$ cat src/rtl/baud_tick_gen.sv
// Baud generator: oversample tick, bit tick and 50% bit clock from clk_in,
// using either a preset divisor table or a programmed divisor with fractional accumulator.
module baud_tick_gen #(
  parameter int DIV_W      = 16,
  parameter int FRAC_W     = 8,
  parameter int OVERSAMPLE = 16,
  parameter int DIV_SEL0   = 1302,
  parameter int DIV_SEL1   = 325,
  parameter int DIV_SEL2   = 163,
  parameter int DIV_SEL3   = 81
) (
  input  logic              clk_in,
  input  logic              rst,
  input  logic              en,
  input  logic [1:0]        sel,
  input  logic              use_cfg,
  input  logic              cfg_we,
  input  logic [DIV_W-1:0]  cfg_div,
  input  logic [FRAC_W-1:0] cfg_frac,
  output logic              tick_os,
  output logic              tick_bit,
  output logic              clk_out
);

  localparam int PW  = DIV_W + 1;
  localparam int OSW = $clog2(OVERSAMPLE);
  localparam logic [OSW-1:0] OS_LAST = OSW'(OVERSAMPLE - 1);
  localparam logic [OSW-1:0] OS_HALF = OSW'(OVERSAMPLE / 2 - 1);

  function automatic logic [DIV_W-1:0] clamp2(input logic [DIV_W-1:0] v);
    return (v < DIV_W'(2)) ? DIV_W'(2) : v;
  endfunction

  logic [PW-1:0]     cyc_q, cyc_d;
  logic [PW-1:0]     per_q, per_d;
  logic [FRAC_W-1:0] acc_q, acc_d;
  logic [OSW-1:0]    os_q, os_d;
  logic              run_q, run_d;
  logic              tick_os_q, tick_os_d;
  logic              tick_bit_q, tick_bit_d;
  logic              clk_out_q, clk_out_d;
  logic [DIV_W-1:0]  cdiv_q, cdiv_d;
  logic [FRAC_W-1:0] cfrac_q, cfrac_d;

  logic [DIV_W-1:0]  preset_div;
  logic [DIV_W-1:0]  eff_div;
  logic [FRAC_W-1:0] eff_frac;
  logic [FRAC_W:0]   acc_sum;
  logic              period_end;
  logic              start;

  always_comb begin
    case (sel)
      2'b00:   preset_div = clamp2(DIV_W'(DIV_SEL0));
      2'b01:   preset_div = clamp2(DIV_W'(DIV_SEL1));
      2'b10:   preset_div = clamp2(DIV_W'(DIV_SEL2));
      default: preset_div = clamp2(DIV_W'(DIV_SEL3));
    endcase
  end

  // Divisor, fraction and select are only consumed on a period start, so
  // changes never shorten or stretch the period already in progress.
  assign eff_div    = use_cfg ? cdiv_q  : preset_div;
  assign eff_frac   = use_cfg ? cfrac_q : '0;
  assign acc_sum    = {1'b0, acc_q} + {1'b0, eff_frac};
  assign period_end = run_q && (cyc_q == per_q - PW'(1));
  assign start      = en && (!run_q || period_end);

  always_comb begin
    cyc_d      = cyc_q;
    per_d      = per_q;
    acc_d      = acc_q;
    os_d       = os_q;
    run_d      = run_q;
    tick_os_d  = 1'b0;
    tick_bit_d = 1'b0;
    clk_out_d  = clk_out_q;
    cdiv_d     = cdiv_q;
    cfrac_d    = cfrac_q;

    if (cfg_we) begin
      cdiv_d  = clamp2(cfg_div);
      cfrac_d = cfg_frac;
    end

    if (!en) begin
      cyc_d     = '0;
      acc_d     = '0;
      os_d      = '0;
      run_d     = 1'b0;
      clk_out_d = 1'b0;
    end else begin
      tick_os_d = period_end;
      if (start) begin
        run_d = 1'b1;
        cyc_d = '0;
        acc_d = acc_sum[FRAC_W-1:0];
        per_d = {1'b0, eff_div} + PW'(acc_sum[FRAC_W]);
      end else begin
        cyc_d = cyc_q + PW'(1);
      end
      if (period_end) begin
        if (os_q == OS_LAST) begin
          os_d       = '0;
          tick_bit_d = 1'b1;
          clk_out_d  = 1'b0;
        end else begin
          os_d = os_q + OSW'(1);
          if (os_q == OS_HALF) clk_out_d = 1'b1;
        end
      end
    end
  end

  always_ff @(posedge clk_in) begin
    if (rst) begin
      cyc_q      <= '0;
      per_q      <= {1'b0, preset_div};
      acc_q      <= '0;
      os_q       <= '0;
      run_q      <= 1'b0;
      tick_os_q  <= 1'b0;
      tick_bit_q <= 1'b0;
      clk_out_q  <= 1'b0;
      cdiv_q     <= clamp2(DIV_W'(DIV_SEL0));
      cfrac_q    <= '0;
    end else begin
      cyc_q      <= cyc_d;
      per_q      <= per_d;
      acc_q      <= acc_d;
      os_q       <= os_d;
      run_q      <= run_d;
      tick_os_q  <= tick_os_d;
      tick_bit_q <= tick_bit_d;
      clk_out_q  <= clk_out_d;
      cdiv_q     <= cdiv_d;
      cfrac_q    <= cfrac_d;
    end
  end

  assign tick_os  = tick_os_q;
  assign tick_bit = tick_bit_q;
  assign clk_out  = clk_out_q;

endmodule

$ cat config.mk
export PLATFORM = sky130hd
export DESIGN_NAME = baud_tick_gen
export DESIGN_NICKNAME = d
export VERILOG_FILES = /design/src/rtl/baud_tick_gen.sv
export SDC_FILE = /design/constraint.sdc
export NUM_CORES = 1
export LEC_CHECK = 0
export ABC_AREA = 1
export CAP_MARGIN = 20
export CELL_PAD_IN_SITES_DETAIL_PLACEMENT = 1
export CELL_PAD_IN_SITES_GLOBAL_PLACEMENT = 2
export CORE_MARGIN = 10
export CORE_UTILIZATION = 37
export CTS_BUF_LIST = sky130_fd_sc_hd__clkbuf_4 sky130_fd_sc_hd__clkbuf_8
export DETAILED_ROUTE_END_ITERATION = 6
export GPL_TIMING_DRIVEN = 0
export PLACE_DENSITY_LB_ADDON = 0.1
export SLEW_MARGIN = 20
export SYNTH_ARGS = -nofsm -noshare
export SYNTH_HDL_FRONTEND = slang
export SYNTH_SLANG_ARGS = --single-unit
$ cat constraint.sdc
create_clock -name clk_in -period 6.8 [get_ports clk_in]
set_input_delay 1.02 -clock clk_in [delete_from_list [all_inputs] [get_ports clk_in]]
set_output_delay 1.02 -clock clk_in [all_outputs]
set_load 0.005 [all_outputs]
==> impl_metrics.json, run 1 <==
{
  "yosys_warnings": 0,
  "finalHoldViolCount": 0,
  "multi_input_area_um2": 2490,
  "tightest_slew_ns": 0.613,
  "path_max_fanout": 10,
  "min_path_cells": 1,
  "grt_usage_pct": 14.7,
  "fin_skew_ns": 0.0107,
  "cts_num_sinks": 74,
  "ys_seq_elements": 74,
  "synth_edf_count": 16,
  "clock-root-buffer": "clkbuf_8",
  "final_max_slew_viol_count": 0,
  "hpwl_mm": 9.34,
  "die_area_um2": 16900,
  "numPortBuffers": 32,
  "power_leakage_nw": 2.29,
  "fill_cells": 1528,
  "worst_r2r_path_depth": 24,
  "clkTransAtPathRegs_ns": 0.08,
  "cp_data_arrival_time_ns": 5.32,
  "yosys-top-cells-area": "dfxtp_1, nand2_1, edfxtp_1",
  "ff2ff_setup_slack_ns": 3.45,
  "worstSkewPairLatency_ns": 0.37,
  "area_delta_synth_final_pct": 16.3,
  "cts_tree": "built",
  "holdPathEnd": "cyc_q[0]",
  "io-pin-count": 34,
  "avgSynthCellArea_um2": 7.00,
  "fin_nets": 733,
  "grt-ovfl-total": 0,
  "fin_util_pct": 43.6,
  "via_per_inst": 4.88,
  "fin_crit_ns": 5.01,
  "drt-initial-drc-count": 130,
  "clk_path_buf_depth": 2,
  "first_pass_iters": 4,
  "initial_core_util_pct": 37.5,
  "place_congestion": 0.805,
  "yosysTopAreaCellShare_pct": 25.9,
  "endpoint_kind": "flip-flop",
  "cts-hold-fix-buffers": 0,
  "synth_seq_area_share_pct": 36.6,
  "finalCritPeriodShare_pct": 73.7,
  "final_antenna_net_count": 0,
  "slew_headroom_pct": 59.1,
  "yosys.area.top_type": "dfxtp_1",
  "synth.cell_area_um2": 4490,
  "power_density_nw_per_um2": 200,
  "reg2reg_from": "cfrac_q[0]",
  "critPathKind": "input port to flip-flop",
  "rr_endpoint": "per_q[16]",
  "vdd.ir_drop.worst_v": 0.000176,
  "rsz0062_at_grt": "false",
  "antennaDiodeCount": 0,
  "async_reset_ff_share_pct": 0,
  "die_y_um": 130,
  "required_ns": 7.11,
  "vias": 4081,
  "grt_max_degree": 17,
  "syn_inst": 641,
  "synth_cell_types": 38,
  "core_area_um2": 12000,
  "netlist_top_cells_count": "nand2_1, nor2_1, inv_1, dfxtp_1, o21ai_0",
  "syn_nets": 690,
  "setup_viol": 0,
  "cts_resized": 0,
  "cts-buffers-inserted": 9,
  "hp-class": "flip-flop to flip-flop",
  "postCtsSetupBuffers": 0,
  "dieWidth_um": 130,
  "h-tree-depth": 3,
  "cp-start-kind": "input port",
  "drc": 0,
  "fin_tns_setup_ns": 0,
  "ys.flop_type": "dfxtp_1",
  "yosysMostFrequentCell": "nand2_1",
  "status": "completed",
  "grt_pass1_vias": 4313,
  "antenna_found_initial": 0,
  "routed_wl_mm": 11.6,
  "grt_pass1_wl_mm": 20.1,
  "seq_area_um2": 1640,
  "drive_above_1_share_pct": 6.68,
  "row_count": 40,
  "wl_per_cell_um": 13.9,
  "fmaxAchievable_mhz": 199,
  "min-delay-start": "cyc_q[0]",
  "cap_violations": 0
}
[worst max-delay path, stage by stage]
cell and delay, ns:
clkdlybuf4s50_1 0.54, clkbuf_1 0.35, buf_1 0.41, nand2_1 0.11, inv_1 0.07, ha_1 0.18
fa_1 0.22, nand3_1 0.07, nand2_1 0.10, a21oi_1 0.08, inv_1 0.05, a21oi_1 0.08
inv_1 0.06, a21oi_1 0.05, o21bai_1 0.24, ha_1 0.22, ha_1 0.19, nand4_1 0.11
inv_1 0.08, nand2_1 0.07, nor2_1 0.15, nand2_1 0.15, nor3_2 0.21, nand3_1 0.13
nor2_1 0.14, nand3_1 0.09, o21ai_1 0.12
[where the power goes]
part | internal (mW) | switching [mW] | total, mW
Combinational | 0.0626 | 0.0936 | 0.156
Clock | 0.217 | 0.178 | 0.395
Sequential | 0.472 | 0.0198 | 0.492
Total | 0.752 | 0.291 | 1.04
[metal layers]
metal | wire length [um] | GRT usage [%] | share of wire (%) | vias up
li1 | - | - | - | 2136
met3 | 336 | 3.65 | 2.9 | 13
met4 | 165 | 4.50 | 1.4 | 0
met5 | 0 | 0 | 0 | -
met2 | 5760 | 26.1 | 50 | 41
met1 | 5360 | 17.0 | 46 | 1891
[flip-flops by register name, summed over array words and instances, names as in the netlist]
name	cells
run_q	1
cyc_q	17
os_q	4
cdiv_q	16
tick_os	1
cfrac_q	8
per_q	17
tick_bit	1
clk_out	1
acc_q	8
[worst max path at each step]
| stage | end | from | cells after the start | slack [ns] |
|---|---|---|---|---|
| after floorplan | per_q[12] | use_cfg | 25 | 2.72 |
| final | per_q[16] | use_cfg | 27 | 1.79 |
| after global placement | per_q[12] | use_cfg | 26 | 1.38 |
| after CTS | per_q[16] | use_cfg | 27 | 1.68 |
| after detailed placement | per_q[16] | use_cfg | 27 | 1.29 |
| after global routing | per_q[16] | use_cfg | 27 | 1.14 |
[cells by family (layout without fill, tap and decap cells)]
logic type / Yosys count / after routing / synth area share [%]
AOI/OAI and AO/OA: 84 / 84 / 9.82
xor gates and xnor gates: 40 / 40 / 7.81
adders and majority gates: 18 / 18 / 5.19
buffers and inverters: 91 / 139 / 7.89
DFF: 74 / 74 / 36.6
and+or+nand+nor: 334 / 334 / 32.7
[final cells by class]
| class | count | area share, % |
|---|---|---|
| buffer | 17 | 1.46 |
| clock buffer | 10 | 2.64 |
| clock inverter | 6 | 1.73 |
| inverter | 74 | 5.32 |
| multi-input combinational | 476 | 47.7 |
| sequential | 74 | 31.5 |
| tap | 147 | 3.53 |
| timing repair buffer | 32 | 6.14 |
[placed cells by master (no fill, tap or decap), types with 2 or more instances in the layout]
cell	instances
nand2_1	129
nor2_1	118
inv_1	72
dfxtp_1	58
o21ai_0	46
nand3_1	37
clkdlybuf4s50_1	32
a21oi_1	27
xor2_1	24
ha_1	17
xnor2_1	16
edfxtp_1	16
nor2_2	13
clkbuf_1	12
clkbuf_8	10
nand4_1	9
nor4_1	7
nand2_2	4
nand2_4	4
or2_2	3
o211ai_1	3
nor3_1	3
buf_1	2
o21a_1	2
o21ai_1	2
nand3b_1	2
clkinv_1	2
bufinv_16	2
clkinv_4	2
[through the flow]
| stage | std cells | hold WS [ns] | setup slack [ns] | power (mW) | cell area [um2] |
|---|---|---|---|---|---|
| 2_1_floorplan | 641 | 0.436 | 2.72 | 0.605 | 4490 |
| 3_3_place_gp | 820 | 0.452 | 1.38 | 0.654 | 4990 |
| 3_5_place_dp | 820 | 0.477 | 1.29 | 0.660 | 4990 |
| 4_1_cts | 836 | 0.495 | 1.68 | 1.06 | 5220 |
| 5_1_grt | 836 | 0.520 | 1.14 | 1.10 | 5220 |
| 6_report | 836 | 0.491 | 1.79 | 1.04 | 5220 |
No activity file was read; power rests on OpenSTA's default activity.
==> run 2: changes to the inputs <==
- CORE_UTILIZATION: 37 -> 31
- clock period: 6.8 -> 4.03 ns (I/O delays scaled with it)
==> impl_metrics.json, run 2 (same netlist as run 1, synthesis figures left out) <==
{
  "vias": 4068,
  "grt_pass1_vias": 4243,
  "top_regs": "cyc_q x17, per_q x17, cdiv_q x16",
  "setup_viol": 0,
  "clock-root-buffer": "clkbuf_8",
  "cp_data_arrival_time_ns": 3.75,
  "wl_per_cell_um": 13.7,
  "cp_num_cells": 24,
  "final_common_cell": "nand2_1",
  "postCtsSetupBuffers": 0,
  "clk_path_buf_depth": 2,
  "area_delta_synth_final_pct": 17.6,
  "ff2ff_setup_slack_ns": 0.78,
  "die_area_um2": 19700,
  "drt-initial-drc-count": 142,
  "worstSetupStartpoint": "use_cfg",
  "grt_pass1_wl_mm": 20.3,
  "worstSkewPairLatency_ns": 0.37,
  "crit_top_cell": "inv_1",
  "critPathKind": "input port to flip-flop",
  "multi_input_area_um2": 2520,
  "endpoint_kind": "flip-flop",
  "drive_above_1_share_pct": 7.84,
  "finalHoldViolCount": 0,
  "path_buf_inv": 7,
  "antennaDiodeCount": 0,
  "required_ns": 4.12,
  "first_pass_iters": 4,
  "finalCritPeriodShare_pct": 90.8,
  "grt_max_degree": 17,
  "h-tree-depth": 3,
  "final_antenna_net_count": 0,
  "clkTransAtPathRegs_ns": 0.07,
  "tightest_slew_ns": 0.629,
  "cts-hold-fix-buffers": 0,
  "vdd.ir_drop.worst_v": 0.000142,
  "finalPower_mw": 1.73,
  "min_path_cells": 2,
  "slew_headroom_pct": 58.1,
  "cts-buffers-inserted": 9,
  "cts_tree": "built",
  "fmaxAchievable_mhz": 273,
  "final_max_slew_viol_count": 0,
  "grt-ovfl-total": 0,
  "rsz0062_at_grt": "false",
  "fin_util_pct": 37.6,
  "crit_chain": "clkbuf_2 -> clkbuf_8 -> buf_4 -> nand2_1 -> inv_1 -> ha_1 -> fa_2 -> nand3_1 -> nand2_1 -> a21oi_1 -> inv_1 -> a21oi_2 -> inv_1 -> a21oi_1 -> o21bai_2 -> ha_1 -> ha_1 -> nand4_1 -> inv_1 -> nand2_1 -> nor2_4 -> nand2_2 -> xor2_1 -> o21ai_0",
  "path_delay_family": "adder cells",
  "worst_r2r_path_depth": 21,
  "mostFrequentLayoutCells": "nand2_1, nor2_1, inv_1",
  "fin_skew_ns": 0.00969,
  "row_count": 43,
  "numPortBuffers": 32,
  "drc": 0,
  "rr_endpoint": "per_q[8]",
  "dieWidth_um": 140,
  "initial_core_util_pct": 31.9,
  "cts_num_sinks": 74,
  "seq_area_um2": 1640,
  "cp-start-kind": "input port",
  "critPathCapture": "per_q[8]",
  "status": "completed",
  "antenna_found_initial": 0,
  "reg2reg_from": "cfrac_q[0]",
  "fin_crit_ns": 3.66,
  "fin_nets": 733,
  "via_per_inst": 4.68,
  "io-pin-count": 34,
  "cp_slowest_stage_delay_ns": 0.36,
  "power_leakage_nw": 2.32,
  "hpwl_mm": 9.57,
  "grt_usage_pct": 12.4,
  "fill_cells": 1797,
  "critPathSlowestCell": "fa_2",
  "cap_violations": 0,
  "power_density_nw_per_um2": 327,
  "hold_slack_ns": 0.478,
  "die_y_um": 140,
  "path_max_fanout": 10,
  "place_congestion": 0.778,
  "routed_wl_mm": 11.9,
  "hp-class": "flip-flop to flip-flop",
  "core_area_um2": 14000
}
## run 2: routing by layer
layer	vias to the layer above	share of wire [%]	global-route usage (%)
met3	15	2.0	2.37
li1	2131	-	-
met2	39	47	21.2
met1	1883	49	15.0
met5	-	0	0
met4	0	1.5	4.57
## run 2: timing repair
item	4_1_cts	5_1_grt
gates resized for setup	11	4
setup endpoints to repair	14	7
pin swaps	0	0
## run 2: worst min-delay path by stage
stage          startpoint        end
2_1_floorplan   cdiv_q[1]  cdiv_q[1]
3_3_place_gp      clk_out    clk_out
3_5_place_dp      clk_out    clk_out
4_1_cts           clk_out    clk_out
5_1_grt           clk_out    clk_out
6_report          clk_out    clk_out
## run 2: through the flow
step	area (um2)	setup slack [ns]	setup TNS (ns)	cells
3_3_place_gp	5030	-1.13	-11.96	853
3_5_place_dp	5030	-1.18	-12.13	853
5_1_grt	5280	0.0468	0	869
2_1_floorplan	4490	0.364	0	641
6_report	5280	0.369	0	869
4_1_cts	5270	0.150	0	869
## run 2: worst reg2reg max path, delay by kind of cell, from the launching register on
family	cells	cell delay, ns
buffers and inverters	4	0.22
DFF	1	0.32
and+or+nand+nor	7	0.64
adders and majority gates	4	1.02
AOI/OAI and AO/OA	5	0.65
xor gates and xnor gates	1	0.15
## run 2: power breakdown
part	switching [mW]	internal, mW	leakage (nW)
logic	0.160	0.107	1.56
registers	0.0329	0.797	0.644
clock network	0.288	0.340	0.111
total	0.481	1.24	2.32
## run 2: cell type report
type | instances | share of cell area [%]
repair buffers | 32 | 5.98
plain buffers | 17 | 1.71
inverters | 74 | 5.27
clock inverters | 2 | 0.664
well taps | 180 | 4.27
clock buffers | 14 | 3.30
flip-flops and latches | 74 | 31.1
multi-input cells | 476 | 47.7
==> run 3: changes to the inputs <==
- CTS_CLUSTER_SIZE: default -> 30
==> results of run 3 <==
No change in the layout: final DEF, timing and power equal those of run 2.
